File: config.mk
export PLATFORM = sky130hd
export DESIGN_NAME = to_lower_stream
export DESIGN_NICKNAME = d
export VERILOG_FILES = /design/src/rtl/text_case_pkg.sv /design/src/rtl/lower_map.sv /design/src/rtl/to_lower_stream.sv
export SDC_FILE = /design/constraint.sdc
export NUM_CORES = 1
export LEC_CHECK = 0
export CORE_MARGIN = 2
export CORE_UTILIZATION = 40
export CTS_CLUSTER_SIZE = 10
export DETAILED_ROUTE_END_ITERATION = 10
export PLACE_DENSITY = 0.71
export SYNTH_ARGS = -nofsm -noshare
export SYNTH_HDL_FRONTEND = slang
export SYNTH_SLANG_ARGS = --single-unit
File: constraint.sdc
create_clock -name clk -period 5 [get_ports clk]
set_clock_uncertainty 0.1 [all_clocks]
set_input_delay 0.75 -clock clk [delete_from_list [all_inputs] [get_ports clk]]
set_output_delay 0.75 -clock clk [all_outputs]
set_load 0.02 [all_outputs]
File: src/rtl/text_case_pkg.sv
// Shared definitions for the to_lower_stream block.
//   state_t  : packet FSM states (IDLE / BUSY / DRAIN)
//   UPPER_LO : first ASCII upper-case letter ('A')
//   UPPER_HI : last ASCII upper-case letter ('Z')
//   CASE_BIT : bit that turns an upper-case letter into lower case
//   COUNT_MAX: saturation value of the converted-letter counter
package text_case_pkg;

    typedef enum logic [1:0] {
        IDLE  = 2'd0,  // no packet open
        BUSY  = 2'd1,  // packet open, last byte not yet accepted
        DRAIN = 2'd2   // last byte accepted, waiting for it to leave
    } state_t;

    localparam logic [7:0]  UPPER_LO  = 8'h41;
    localparam logic [7:0]  UPPER_HI  = 8'h5A;
    localparam logic [7:0]  CASE_BIT  = 8'h20;
    localparam logic [15:0] COUNT_MAX = 16'hFFFF;

endpackage

File: src/rtl/lower_map.sv
// Combinational ASCII upper-to-lower case mapping.
//   raw      : input byte
//   mapped   : raw with CASE_BIT set when raw is 'A'..'Z', else raw unchanged
//   is_upper : raw is an upper-case ASCII letter
// Bytes 0x80-0xFF are never treated as letters.
module lower_map
    import text_case_pkg::*;
(
    input  logic [7:0] raw,
    output logic [7:0] mapped,
    output logic       is_upper
);

    always_comb begin
        is_upper = (raw >= UPPER_LO) && (raw <= UPPER_HI);
        mapped   = is_upper ? (raw | CASE_BIT) : raw;
    end

endmodule

File: src/rtl/to_lower_stream.sv
// Streaming lower-case converter with a small output buffer and packet tracking.
//   clk, rst                      : clock, synchronous active-high reset
//   in_valid/in_data/in_last      : input byte stream, in_ready = accept this cycle
//   out_valid/out_data/out_last   : mapped byte stream, out_ready = downstream accepts
//   done                          : one-cycle pulse after a packet's last byte left
//   done_count                    : letters converted in the packet just finished
//   fsm_state                     : current packet FSM state (debug/observation)
// DEPTH sets the buffer size; only 2 and 4 are supported (pointers wrap
// naturally because DEPTH is a power of two).
//
// Handshake: a transfer happens on a rising edge where valid && ready are both
// high; the source holds valid/data/last stable until it is taken, and ready
// never depends combinationally on the opposite side's valid or ready.
module to_lower_stream
    import text_case_pkg::*;
#(
    parameter int DEPTH = 2
) (
    input  logic        clk,
    input  logic        rst,
    input  logic        in_valid,
    input  logic [7:0]  in_data,
    input  logic        in_last,
    output logic        in_ready,
    output logic        out_valid,
    output logic [7:0]  out_data,
    output logic        out_last,
    input  logic        out_ready,
    output logic        done,
    output logic [15:0] done_count,
    output state_t      fsm_state
);

    localparam int PTR_W = (DEPTH == 4) ? 2 : 1;
    localparam int CNT_W = PTR_W + 1;

    // Each entry holds {last, mapped byte}.
    logic [8:0]       mem [DEPTH];
    logic [PTR_W-1:0] wr_ptr;
    logic [PTR_W-1:0] rd_ptr;
    logic [CNT_W-1:0] fill;

    state_t      state_q;
    state_t      state_d;
    logic [15:0] letter_cnt;

    logic [7:0] mapped;
    logic       is_upper;
    logic       push;
    logic       pop;
    logic       pkt_end;

    lower_map u_map (
        .raw      (in_data),
        .mapped   (mapped),
        .is_upper (is_upper)
    );

    // in_ready looks only at registered state and rst, never at out_ready,
    // so a full buffer refuses a push even when it is being popped.
    always_comb begin
        in_ready  = !rst && (state_q != DRAIN) && (fill < CNT_W'(DEPTH));
        out_valid = (fill != '0);
        push      = in_valid && in_ready;
        pop       = out_valid && out_ready;
        {out_last, out_data} = out_valid ? mem[rd_ptr] : 9'h000;
        pkt_end   = pop && out_last;
        fsm_state = state_q;
    end

    // Buffer storage needs no reset: entries are only visible while fill > 0.
    always_ff @(posedge clk) begin
        if (push) begin
            mem[wr_ptr] <= {in_last, mapped};
        end
    end

    always_ff @(posedge clk) begin
        if (rst) begin
            wr_ptr <= '0;
            rd_ptr <= '0;
            fill   <= '0;
        end else begin
            if (push) begin
                wr_ptr <= wr_ptr + PTR_W'(1);
            end
            if (pop) begin
                rd_ptr <= rd_ptr + PTR_W'(1);
            end
            case ({push, pop})
                2'b10:   fill <= fill + CNT_W'(1);
                2'b01:   fill <= fill - CNT_W'(1);
                default: fill <= fill;
            endcase
        end
    end

    always_ff @(posedge clk) begin
        if (rst) begin
            state_q <= IDLE;
        end else begin
            state_q <= state_d;
        end
    end

    always_comb begin
        state_d = state_q;
        case (state_q)
            IDLE: begin
                if (push) begin
                    state_d = in_last ? DRAIN : BUSY;
                end
            end
            BUSY: begin
                if (push && in_last) begin
                    state_d = DRAIN;
                end
            end
            DRAIN: begin
                if (pkt_end) begin
                    state_d = IDLE;
                end
            end
            default: state_d = IDLE;
        endcase
    end

    // Letters are counted at acceptance. No byte is accepted in DRAIN, so when
    // the last byte leaves the counter already holds the packet's final total.
    always_ff @(posedge clk) begin
        if (rst) begin
            letter_cnt <= '0;
            done       <= 1'b0;
            done_count <= '0;
        end else begin
            done <= pkt_end;
            if (pkt_end) begin
                done_count <= letter_cnt;
            end
            if (state_d == IDLE) begin
                letter_cnt <= '0;
            end else if (push && is_upper && (letter_cnt != COUNT_MAX)) begin
                letter_cnt <= letter_cnt + 16'd1;
            end
        end
    end

endmodule

Word-level counts from Yosys, hierarchy flattened --
Memory sizes are Yosys's and may differ from the RTL's. A register that Yosys moved wholly into a read port is not among the register bits. Cells that the tools add are included.
Storage, ports and cells: bits in registers 39, memory bits (writable) 18, input bits 13, logic and storage cells 49, memories kept 1
Cells by class: add/subtract/negate cells 5, $lt $le $gt $ge 3, eq/ne operators 6, muxes and demuxes 12, reductions and logical operators 15
Memories:
- mem | words 2, bits a word 9, read ports 1, clocked after memory_dff 1, wr ports 1, RTL line to_lower_stream.sv:38 | logic [8:0] mem [DEPTH];
Operators by type and width (number):
- $add 16x1->16 const B | 1
- $ne 16x16->1 const B | 1
- $logic_and 1x1->1 | 9
- $mux 9 | 1
- $ge 8x7->1 const B | 1
- $le 8x7->1 const B | 1
- $mux 2 | 4
- $mux 6 | 1
- $pmux 2 s3 | 1
- $eq 2x1->1 const B | 2
- $eq 2x2->1 const B | 2
- $logic_not 2->1 | 2
- $mux 1 | 4
- $pmux 2 s2 | 1
- $reduce_bool 2->1 | 2
- $add 1x1->1 const B | 2
- $add 2x1->2 const B | 1
- $lt 2x2->1 const B | 1
- $ne 2x2->1 const B | 1
- $reduce_or 2->1 | 1
- $sub 2x1->2 const B | 1
- $logic_not 1->1 | 1

Depth between registers and ports, before layout --
depth in word-level cells 9, gate-level depth with buffers 8

Cells and area by module --
A second synthesis with hierarchy kept.
Unflattened totals: cell total of the unflattened synthesis 259, area, all modules 2608.8 um2
By module, submodules not included:
- to_lower_stream | instances 1, cells an instance 245, area an instance 2508.7 um2
- lower_map | instances 1, cells an instance 14, area an instance 100.1 um2

Least setup slack after synthesis --
Ideal clock, no wire load.
path type in2reg, from input rst, to register fill[1], library setup time 70 ps, arrival time 2603 ps, data required time 4830 ps, slack 2226 ps, stages on the path 7, path through clkbuf_1 -> nor3_1 -> and2_1 -> inv_1 -> ha_1 -> or3_1 -> a21oi_1
On the way: word-level cells in the longest chain between the ends 6
RTL lines:
- start, declared | RTL line to_lower_stream.sv:20 | input logic rst,
- $logic_not 1->1 (*) | RTL line to_lower_stream.sv:62 | in_ready = !rst && (state_q != DRAIN) && (fill < CNT_W'(DEPTH));
- $logic_and 1x1->1 (*) (2 in a row) | RTL line to_lower_stream.sv:62
- net in_ready | RTL line to_lower_stream.sv:24 | output logic in_ready,
- $logic_and 1x1->1 (*) | RTL line to_lower_stream.sv:64 | push = in_valid && in_ready;
- $eq 2x1->1 / $eq 2x2->1 (equally long branches) | RTL line to_lower_stream.sv:90 | case ({push, pop})
- $pmux 2 s2 / $reduce_bool 2->1 (equally long branches)
- end signal, assigned | RTL line to_lower_stream.sv:91 | 2'b10: fill <= fill + CNT_W'(1);
- end signal, assigned | RTL line to_lower_stream.sv:92 | 2'b01: fill <= fill - CNT_W'(1);
- end signal, assigned | RTL line to_lower_stream.sv:93 | default: fill <= fill;
- end, declared | RTL line to_lower_stream.sv:41 | logic [CNT_W-1:0] fill;
Mark *: on every way through the listed nets, which the timed path passes. The rest lies on a longest branch. A chain may end at the register's enable or synchronous reset.

Worst setup path after layout --
from input rst, to output in_ready
On the way: word-level cells in the longest chain between the ends 3
RTL lines (RTL line):
- $logic_not 1->1 | to_lower_stream.sv:62
- $logic_and 1x1->1 (2 in a row) | to_lower_stream.sv:62
- end, declared | to_lower_stream.sv:24
No other way between the ends.

==> summary.md <==
| Metric | Value |
|---|---|
| Result of the run | complete, no violations |
| Number of design rule violations left after detail routing | 0 |
| Flops & latches, synth | 58 |
| Number of antenna violations at the first check in global routing | 0 |
| Accumulated negative setup slack | 0 ns |
| Post-CTS Setup Inserts | 0 |
| Register share of total power | 43.4% |
| Unrepaired setup endpoints after global routing | no |
| Highest clock rate | 0.311 GHz |
| Final weighted congestion of routability-driven global placement | 0.858 |
| DIE AREA | 6930 um^2 |
| Crit path cell chain | clkdlybuf4s50_1 > buf_4 > nor3_1 > clkdlybuf4s50_1 |
| CTS tree | yes |
| Drt initial violations | 62 |
| Wire length per cell after detailed routing | 13.6 um |
| Die Width | 83.2 um |
| Overall global routing resource usage | 16.0% |
| Number of buffers created by CTS | 9 |
| Delay contributed by the slowest stage of the critical path | 0.68 ns |
| Antenna Violating Nets Remaining | 0 |
| Final critical delay including setup and external delays | 3.21 ns |
| Wire length of the first global-routing pass | 8840 um |
| Post-CTS clock slew at the launch and capture registers of the worst setup and hold paths | 0.06 ns |
| Worst Setup Start Kind | input pin |
| Total vias in the final route | 1956 |
| Vias in the first global route | 1895 |
| Post-place setup slack | 1.81 ns |
| CP max-delay cell | sky130_fd_sc_hd__clkdlybuf4s50_1 |
| Final hold viol count | 0 |
| Cell types occupying the most area after synthesis | sky130_fd_sc_hd__dfxtp_1, sky130_fd_sc_hd__edfxtp_1, sky130_fd_sc_hd__nand2_1 |
| Average footprint of a synthesized cell | 9.73 um^2 |
| Cell types with the highest counts after synthesis | sky130_fd_sc_hd__dfxtp_1, sky130_fd_sc_hd__nand2_1, sky130_fd_sc_hd__nor2_1 |
| Placement Cell Area | 2980 um^2 |
| Fill cell count | 533 |
| Internal Dissipation | 0.882 mW |
| Sw Ratio | 29.0% |
| Combinational share of power | 21.9% |
| Number of top-level pins | 43 |
| Number of warning messages in the yosys log | 0 |
| Async SR Flop Fraction | 0% |
| Final routed wirelength across all metal layers | 5160 um |
| Cts hold-fix bufs | 0 |
| Ratio of final minimum period to clock period | 64.2% |
| Input/output buffers | 42 |
| Post-synthesis net count | 273 |
| Share of synthesized area occupied by flip-flops and latches | 53.4% |
| Share of layout cells above drive strength 1 | 7.89% |
| Critical Path AT | 2.36 ns |
| Detailed-route vias per instance | 5.16 |
| Endpoint class of the critical path | output pin |
| Detailed Place HPWL | 3610 um |
| Required time reported for the critical path endpoint | 4.15 ns |
| Number of buffers on the longest clock path | 2 |
| Final net count | 314 |
| Worst-case setup margin in the final layout | 1.79 ns |
| Area growth from synthesis to final layout | 26.6% |
| Net switching component of the power | 0.360 mW |
| Areal power density over the cells | 391 nW/um^2 |
| Final Max Tran Viols | 0 |
| Max_slew headroom | 33.7% |
| CTS Root Cell | sky130_fd_sc_hd__clkbuf_8 |
| Max IR drop VDD | 0.210 mV |
| Later-pin clock latency in the skew report | 0.34 ns |
| Number of violations of the max-capacitance limit | 0 |
| Path category of the worst min-delay check | flop to flop |
| Remaining global-route overflow | 0 |
| Fraction of synthesized cell area taken by the top area cell type | 31.9% |
| P_leak | 1.03 nW |
| Tightest Pin Transition | 0.991 ns |
| Core Box Area | 5990 um^2 |
| Total standard cell area after synthesis | 2510 um^2 |
| Category of the most critical setup path | input pin to output pin |
| Die Y | 83.2 um |
| Pre-Repair DR Iteration Count | 4 |
| Clock share of power | 34.7% |
| Post-CTS sizing | 0 |
| Gate count of the mapped netlist | 258 |
| Post-synth top area cell | sky130_fd_sc_hd__dfxtp_1 |
| Finished Cell Area | 3180 um^2 |
| Top flip-flop cell by instance count after synthesis | sky130_fd_sc_hd__dfxtp_1 |
| Number of unique standard cell types used by synthesis | 44 |
| Antenna cells | 0 |
| Initial cell density of the core | 41.9% |
| CP Max Fanout | 28 |
| Number of enable-type register cells in the synthesized netlist | 18 |
| Number of core rows | 28 |
| Cell seen most often among critical-path stages | sky130_fd_sc_hd__clkdlybuf4s50_1 |
| Setup violators final | 0 |
| H-tree depth reported by CTS | 3 |
| Power after layout | 1.24 mW |
| Sink count of the clock tree | 58 |
| Pin count of the biggest net entering global routing | 29 |
-- area by class of cell --
type,count,area [um^2],share of cell area [%]
flip-flops and latches,58,1340,42.2
inverters,7,26.3,0.827
multi-input cells,180,1090,34.2
clock inverters,1,5.00,0.157
repair buffers,43,428,13.5
well taps,75,93.8,2.95
clock buffers,15,198,6.22
-- through the flow --
step	hold WS (ns)	std cells	util [%]
after CTS	0.357	379	53.0
after global routing	0.385	379	53.0
after floorplan	0.366	258	-
final	0.357	379	53.0
after detailed placement	0.349	363	49.7
after global placement	0.344	363	49.7
-- final timing paths --
| kind | start | endpoint | slack, ns | depth (start not counted) |
|---|---|---|---|---|
| min | done_count[14] | done_count[14] | 0.36 | 2 |
| max reg2reg | fill[1] | letter_cnt[14] | 2.71 | 5 |
| max | rst | in_ready | 1.79 | 4 |
| min reg2reg | done_count[14] | done_count[14] | 0.36 | 2 |
-- state kept, by name, summed over array words and instances (netlist names), named ones only --
name and flops:
fsm_state 2, mem 18, letter_cnt 16, fill 2, wr_ptr 1, done 1
done_count 16, rd_ptr 1
-- cell families after synthesis --
kind of cell	share of synthesized area, %
XOR/XNOR	4.88
AO/OA/AOI/OAI	8.57
AND/OR/NAND/NOR	24.4
multiplexers	4.38
adder cells (fa/ha/maj)	0.996
buffers and inverters	3.34
flip-flops	53.4
-- layout by cell type, fill, tap and decap left out, drive strengths merged, types with 3 or more instances in the layout --
master / n
clkbuf: 15
edfxtp: 18
nand2b: 4
nor4b: 3
o21ai: 4
nand4: 7
nand2: 40
a21oi: 22
nor4: 8
nand3: 5
dfxtp: 40
nor2: 32
clkdlybuf4s50: 42
mux2i: 11
or4: 3
inv: 7
xnor2: 12
-- critical path, delay by kind of cell --
family / cells / cell delay [ns]
buffers and inverters: 3 / 1.29
AND/OR/NAND/NOR: 1 / 0.31
-- routing by layer --
metal  GRT usage (%)  share of wire (%)
met4            9.84                1.4
met3            4.27                4.8
met5               0                  0
met2            25.1                 47
met1            19.5                 47
-- power by group through the flow --
| stage | combinational [mW] | sequential (mW) | clock [mW] |
|---|---|---|---|
| final | 0.272 | 0.539 | 0.431 |
| after global routing | 0.296 | 0.541 | 0.461 |
| after CTS | 0.275 | 0.539 | 0.439 |
| after detailed placement | 0.274 | 0.549 | 0 |
| after global placement | 0.269 | 0.549 | 0 |
| after floorplan | 0.177 | 0.537 | 0 |
Power figures use the tool's default switching activity.
